$ cat config.mk
export PLATFORM = sky130hd
export DESIGN_NAME = gpio_in_conditioner
export DESIGN_NICKNAME = d
export VERILOG_FILES = /design/src/rtl/gpio_in_conditioner.sv
export SDC_FILE = /design/constraint.sdc
export NUM_CORES = 1
export LEC_CHECK = 0
export BUFFER_PORTS_ARGS = -buffer_cell sky130_fd_sc_hd__buf_2
export CAP_MARGIN = 20
export CORE_UTILIZATION = 67
export CTS_BUF_LIST = sky130_fd_sc_hd__clkbuf_2 sky130_fd_sc_hd__clkbuf_4 sky130_fd_sc_hd__clkbuf_8
export DETAILED_ROUTE_END_ITERATION = 6
export PLACE_DENSITY = 0.92
export SYNTH_ARGS = -nofsm -noshare
export SYNTH_HDL_FRONTEND = slang
export SYNTH_SLANG_ARGS = --single-unit
$ cat constraint.sdc
create_clock -name clk -period 12.8 [get_ports clk]
set_input_delay 1.28 -clock clk [delete_from_list [all_inputs] [get_ports clk]]
set_output_delay 1.28 -clock clk [all_outputs]
set_load 0.01 [all_outputs]
$ cat src/rtl/gpio_in_conditioner.sv
`default_nettype none
// +--------------------------------------------------------------------------+
// | gpio_in_conditioner                                                      |
// | Per-pin synchronizer, debounce filter, edge detect and sticky IRQ flags. |
// | Rev 1.0 - initial release                                                |
// +--------------------------------------------------------------------------+
module gpio_in_conditioner #(
  parameter int WIDTH       = 8,
  parameter int SYNC_STAGES = 2,
  parameter int DEBOUNCE_W  = 16
) (
  input  logic                  clk,
  input  logic                  reset,
  input  logic [WIDTH-1:0]      pad_in,
  input  logic [DEBOUNCE_W-1:0] debounce_cycles,
  input  logic [WIDTH-1:0]      filt_en,
  input  logic [WIDTH-1:0]      irq_rise_en,
  input  logic [WIDTH-1:0]      irq_fall_en,
  input  logic [WIDTH-1:0]      pending_clr,
  output logic [WIDTH-1:0]      gpio_read,
  output logic [WIDTH-1:0]      rise,
  output logic [WIDTH-1:0]      fall,
  output logic [WIDTH-1:0]      pending,
  output logic                  irq
);

  logic [SYNC_STAGES-1:0][WIDTH-1:0]     sync_q, sync_d;
  logic [WIDTH-1:0][DEBOUNCE_W-1:0]      cnt_q, cnt_d;
  logic [WIDTH-1:0]                      gpio_read_q, gpio_read_d;
  logic [WIDTH-1:0]                      prev_q, prev_d;
  logic [WIDTH-1:0]                      pending_q, pending_d;
  logic [WIDTH-1:0]                      s;
  logic [DEBOUNCE_W-1:0]                 thr;

  assign s = sync_q[SYNC_STAGES-1];

  always_comb begin
    sync_d    = sync_q;
    sync_d[0] = pad_in;
    for (int k = 1; k < SYNC_STAGES; k++) begin
      sync_d[k] = sync_q[k-1];
    end
  end

  // Threshold compares against N-1 with >=, so a lowered N applies immediately
  // and the counter can never run past it.
  always_comb begin
    cnt_d       = cnt_q;
    gpio_read_d = gpio_read_q;
    thr         = '0;
    for (int i = 0; i < WIDTH; i++) begin
      thr = (filt_en[i] && (debounce_cycles != '0))
            ? debounce_cycles - DEBOUNCE_W'(1) : '0;
      if (s[i] == gpio_read_q[i]) begin
        cnt_d[i] = '0;
      end else if (cnt_q[i] >= thr) begin
        gpio_read_d[i] = s[i];
        cnt_d[i]       = '0;
      end else begin
        cnt_d[i] = cnt_q[i] + DEBOUNCE_W'(1);
      end
    end
  end

  always_comb begin
    prev_d    = gpio_read_q;
    pending_d = (pending_q & ~pending_clr) | (rise & irq_rise_en) | (fall & irq_fall_en);
  end

  always_ff @(posedge clk) begin
    if (reset) begin
      sync_q      <= '0;
      cnt_q       <= '0;
      gpio_read_q <= '0;
      prev_q      <= '0;
      pending_q   <= '0;
    end else begin
      sync_q      <= sync_d;
      cnt_q       <= cnt_d;
      gpio_read_q <= gpio_read_d;
      prev_q      <= prev_d;
      pending_q   <= pending_d;
    end
  end

  assign gpio_read = gpio_read_q;
  assign rise      = gpio_read_q & ~prev_q;
  assign fall      = ~gpio_read_q & prev_q;
  assign pending   = pending_q;
  assign irq       = |pending_q;

endmodule
`default_nettype wire

Word-level counts from Yosys, hierarchy flattened
Index checks and enable logic that the tools add are counted.
Word-level totals
  bits of input ports: 58
  output and inout port bits: 33
  register bits: 168
  word-level logic and storage cells: 97
Operators by class
  bitwise gates (word level): 18
  order comparisons: 8
  reductions and logical operators: 26
  equality and inequality tests: 8
  $add $sub $neg: 9
  muxes and demuxes: 8
Operators with widths (count)
  $add 16x1->16 const B: 8
  $ge 16x16->1: 8
  $mux 16: 8
  $and 8x8->8: 5
  $not 8->8: 3
  $reduce_or 3->1: 8
  $or 8x8->8: 2
  $reduce_and 2->1: 8
  $reduce_bool 16->1: 1
  $sub 16x1->16 const B: 1
  $eq 1x1->1: 8
  $logic_and 1x1->1: 8
  $not 1->1: 8
  $reduce_or 8->1: 1

Logic depth before layout (Yosys ltp)
  word-level depth: 5
  mapped depth: 17
  mapped depth without buffers: 13

Worst setup path after synthesis
No wires, ideal clock.
  path kind: input -> register
  start point: input port debounce_cycles[10]
  end point: register cnt_q[36] in the netlist's numbering
  required time: 12672 ps
  library setup time: 128 ps
  path buffers: 1
  arrival: 4767 ps
  stages on the path: 12
  setup slack: 7906 ps
  path through: or4_4 or4_4 nor3b_1 mux2i_1 nand2_1 ha_1 nand4_1 or3_1 or4_1 nand4_1 clkbuf_1 nor2_1
On the way
  cells in the longest elaborated chain, start to end: 5
  elaborated cells between the ends (all ways): 6
  those cells by class: add/sub (1); order compare (1); mux (1); reduce/logical (3)
Ends and longest elaborated chain
  start: declaration: RTL line 15  | input logic [DEBOUNCE_W-1:0] debounce_cycles,
  parallel branches: the longest is 2 deep, another holds $sub 16x1->16
  $mux 16 *: RTL line 53  | ? debounce_cycles - DEBOUNCE_W'(1) : '0;
  $ge 16x16->1 *: RTL line 56  | end else if (cnt_q[i] >= thr) begin
  $reduce_or 3->1 (no line) *
  end signal: assignment: RTL line 79  | cnt_q <= cnt_d;
  end: declaration: RTL line 28  | logic [WIDTH-1:0][DEBOUNCE_W-1:0] cnt_q, cnt_d;
Mark *: on every way between the ends.
A chain may end at the register's enable or synchronous reset.

Worst setup path in the final report
  start point: input port debounce_cycles[0]
  end point: register cnt_q[78] in the netlist's numbering
The elaborated chain is that of the path after synthesis.

==> results.tsv <==
metric	value	unit
status	finished, violations left	
failing checks	design-rule violations	
Post-Syn Area	10160	µm²
gr usage total	32.95	%
final setup fails	0	
FF-to-FF setup slack	10240	ps
row cnt	44	
DRT antenna net count	0	
Leakage	4.722	nW
unrepaired setup endpoints after global routing	no	
sequential fraction of design power	52.8	%
CTS resizes	0	
Synth Net Count	1430	
Pre-Repair DR Iteration Count	7	
post-CTS setup buffer count	0	
first-pass GRT wire length	41.04	mm
Die Span Y	125.2	µm
Worst EP arrival	5710	ps
Req. time, crit path	13210	ps
Ys Warns	0	
worst hold-check path type	reg -> reg	
Cell variety after synth	47	
DP HPWL	18.18	mm
share of cells above drive strength 1	11.16	%
drt wl/cell	16.45	µm
Inst Count DP	1494	
crit-path max FO	16	
initial antenna violation count	1	
clock sink count	168	
Sw Ratio	27.94	%
startpoint types	primary input	
gr ovfl total	0	
Seq cells post-synth	168	
H-tree levels	4	
Buf/Inv on CP	2	
Avg Inst Size Synth	8.228	µm²
Critical-path top delay cell	xor2_1	
die width	125.2	µm
delay-heaviest family, CP	simple AND/OR/NAND/NOR gates	
Mapped Cells	1235	
TritonCTS clock tree	done	
Layout Nets	1526	
Num CTS Buffers	17	
post-synth top area cell	dfxtp_1	
period utilization	41.46	%
Slew @ Worst Pin	1048	ps
final non-filler cell total	1528	
Synth top area share	33.10	%
final hold viol count	0	
worst-path cell chain	buf_2 > inv_1 > ha_1 > nand2b_1 > or3_1 > nor4_1 > xor2_1 > nand2_1 > ha_1 > and3_1 > and3_1 > a211oi_1 > nand4_1 > nor2_1	
CTS clk-pin slew, worst paths	90	ps
setup TNS	0	ps
Max rail drop VDD	0.08728	mV
Final Skew	8.861	ps
largest net degree at the start of global routing	49	
vias post-DR	9126	
PD cells	89.34	nW/µm²
critical path class	in -> reg	
Initial DRC Count	698	
RePlAce Congestion	0.9069	
# hold bufs at CTS	0	
relative slew slack	29.92	%
clock share of power	37.1	%
Max stage delay on crit path	860	ps
routed vias/inst	5.973	
Residual DRC	16	
n_diodes	0	
CTS max path bufs	2	
final WL	25.13	mm
CP Capture Type	flop	
Seq/Total Area, Yosys	33.10	%
clock latency on the worst-skew pair	480	ps
# port buffers	90	
internal power component	0.7202	mW
Peak Freq	0.1884	GHz
vias in the first global route	8567	
initial core utilization	69.39	%
Area contributors post-synth	dfxtp_1 (33%), ha_1 (17%), nor2_1 (6.9%), nand2_1 (6.8%), xor2_1 (6.5%)	
switching pwr	0.2792	mW
io pins	91	
most frequent cells in the layout	nor2_1 (186), nand2_1 (185), dfxtp_1 (168)	
core area	14640	µm²
max-slew violation count	0	
Comb power frac	10.1	%
die area	15660	µm²
Syn-to-layout area delta	10.10	%
most common cell after layout, fill and taps aside	nor2_1	
max_cap viols	0	
Tmin final	5307	ps
root buf cell	clkbuf_8	
Yosys cell counts, drive strengths merged:
library cell,instances
mux2,6
nand2b,16
nand4,32
inv,37
nor2b,47
o2111ai,1
a32oi,2
a222oi,8
nor3,19
ha,137
a31o,2
a2111oi,1
a22oi,1
or2,2
nand3,56
nand2,187
o21a,1
and3,26
o21ai,29
a21oi,49
a311oi,2
and4,11
or4,7
buf,9
mux2i,1
xnor2,54
xor2,75
a2bb2oi,1
dfxtp,168
clkbuf,15
o211ai,9
o31ai,1
a211oi,6
nor3b,5
a21o,1
a2111o,2
o311ai,2
and2,9
or3,6
a21boi,1
nor2,186
nor4,5
cells by family after synthesis:
| family | after synthesis | synth area share [%] |
|---|---|---|
| flip-flops | 168 | 33.10 |
| XOR/XNOR | 129 | 11.12 |
| adder cells (fa/ha/maj) | 137 | 16.87 |
| multiplexers | 7 | 0.7634 |
| AO/OA/AOI/OAI | 119 | 7.278 |
| AND/OR/NAND/NOR | 614 | 28.32 |
| buffers and inverters | 61 | 2.549 |
metal layers:
metal	global-route usage, %	vias up	wire length (µm)
li1	-	4435	-
met1	40.77	4229	10310
met2	54.88	376	11630
met3	7.788	84	2206
met4	14.13	2	964
met5	0	-	13
flip-flops by register name, summed over array words and instances (netlist names):
name and flops:
s 8, gpio_read 8, sync_d 8, cnt_q 128, prev_q 8, pending 8
metrics by stage:
step                      total power [mW]  util, %  hold slack (ps)  setup slack (ps)  area (µm²)
final                               0.9995    76.39            443.0              7493       11190
after global routing                 1.036    76.39            465.7              7337       11190
after CTS                            1.000    76.29            444.8              7604       11170
after detailed placement            0.6366    73.68            423.9              7167       10790
after global placement              0.6315    73.62            416.3              7306       10780
after floorplan                     0.6001        -            413.8              7906       10160
path summary, 6_finish.rpt:
kind	start	end	cells past startpoint
worst min register to register	sync_d[9]	s[1]	1
worst max register to register	cnt_q[32]	cnt_q[44]	7
worst max-delay path	debounce_cycles[0]	cnt_q[78]	14
worst min-delay path	sync_d[9]	s[1]	1
power groups by stage:
| stage | sequential (mW) | combinational [mW] | clock (mW) |
|---|---|---|---|
| after floorplan | 0.539 | 0.0608 | 0 |
| after global placement | 0.540 | 0.0918 | 0 |
| after detailed placement | 0.540 | 0.0966 | 0 |
| after CTS | 0.528 | 0.0979 | 0.375 |
| after global routing | 0.528 | 0.111 | 0.397 |
| final | 0.528 | 0.101 | 0.371 |
cell type report:
type / instances / area [µm²]
tap: 184 / 230.2
inverter: 37 / 138.9
clock inverter: 15 / 148.9
sequential: 168 / 3363
timing repair buffer: 101 / 533.0
fill: 993 / 3457
clock buffer: 17 / 234.0
multi-input combinational: 1006 / 6539
worst register-to-register path: cells and delay by family, from the launching register on:
family	cells	cell delay [ps]
AND/OR/NAND/NOR	4	1130
AO/OA/AOI/OAI	1	540
flip-flops	1	460
adder cells (fa/ha/maj)	1	290
buffers and inverters	1	70
(Power assumes the default switching activity.)
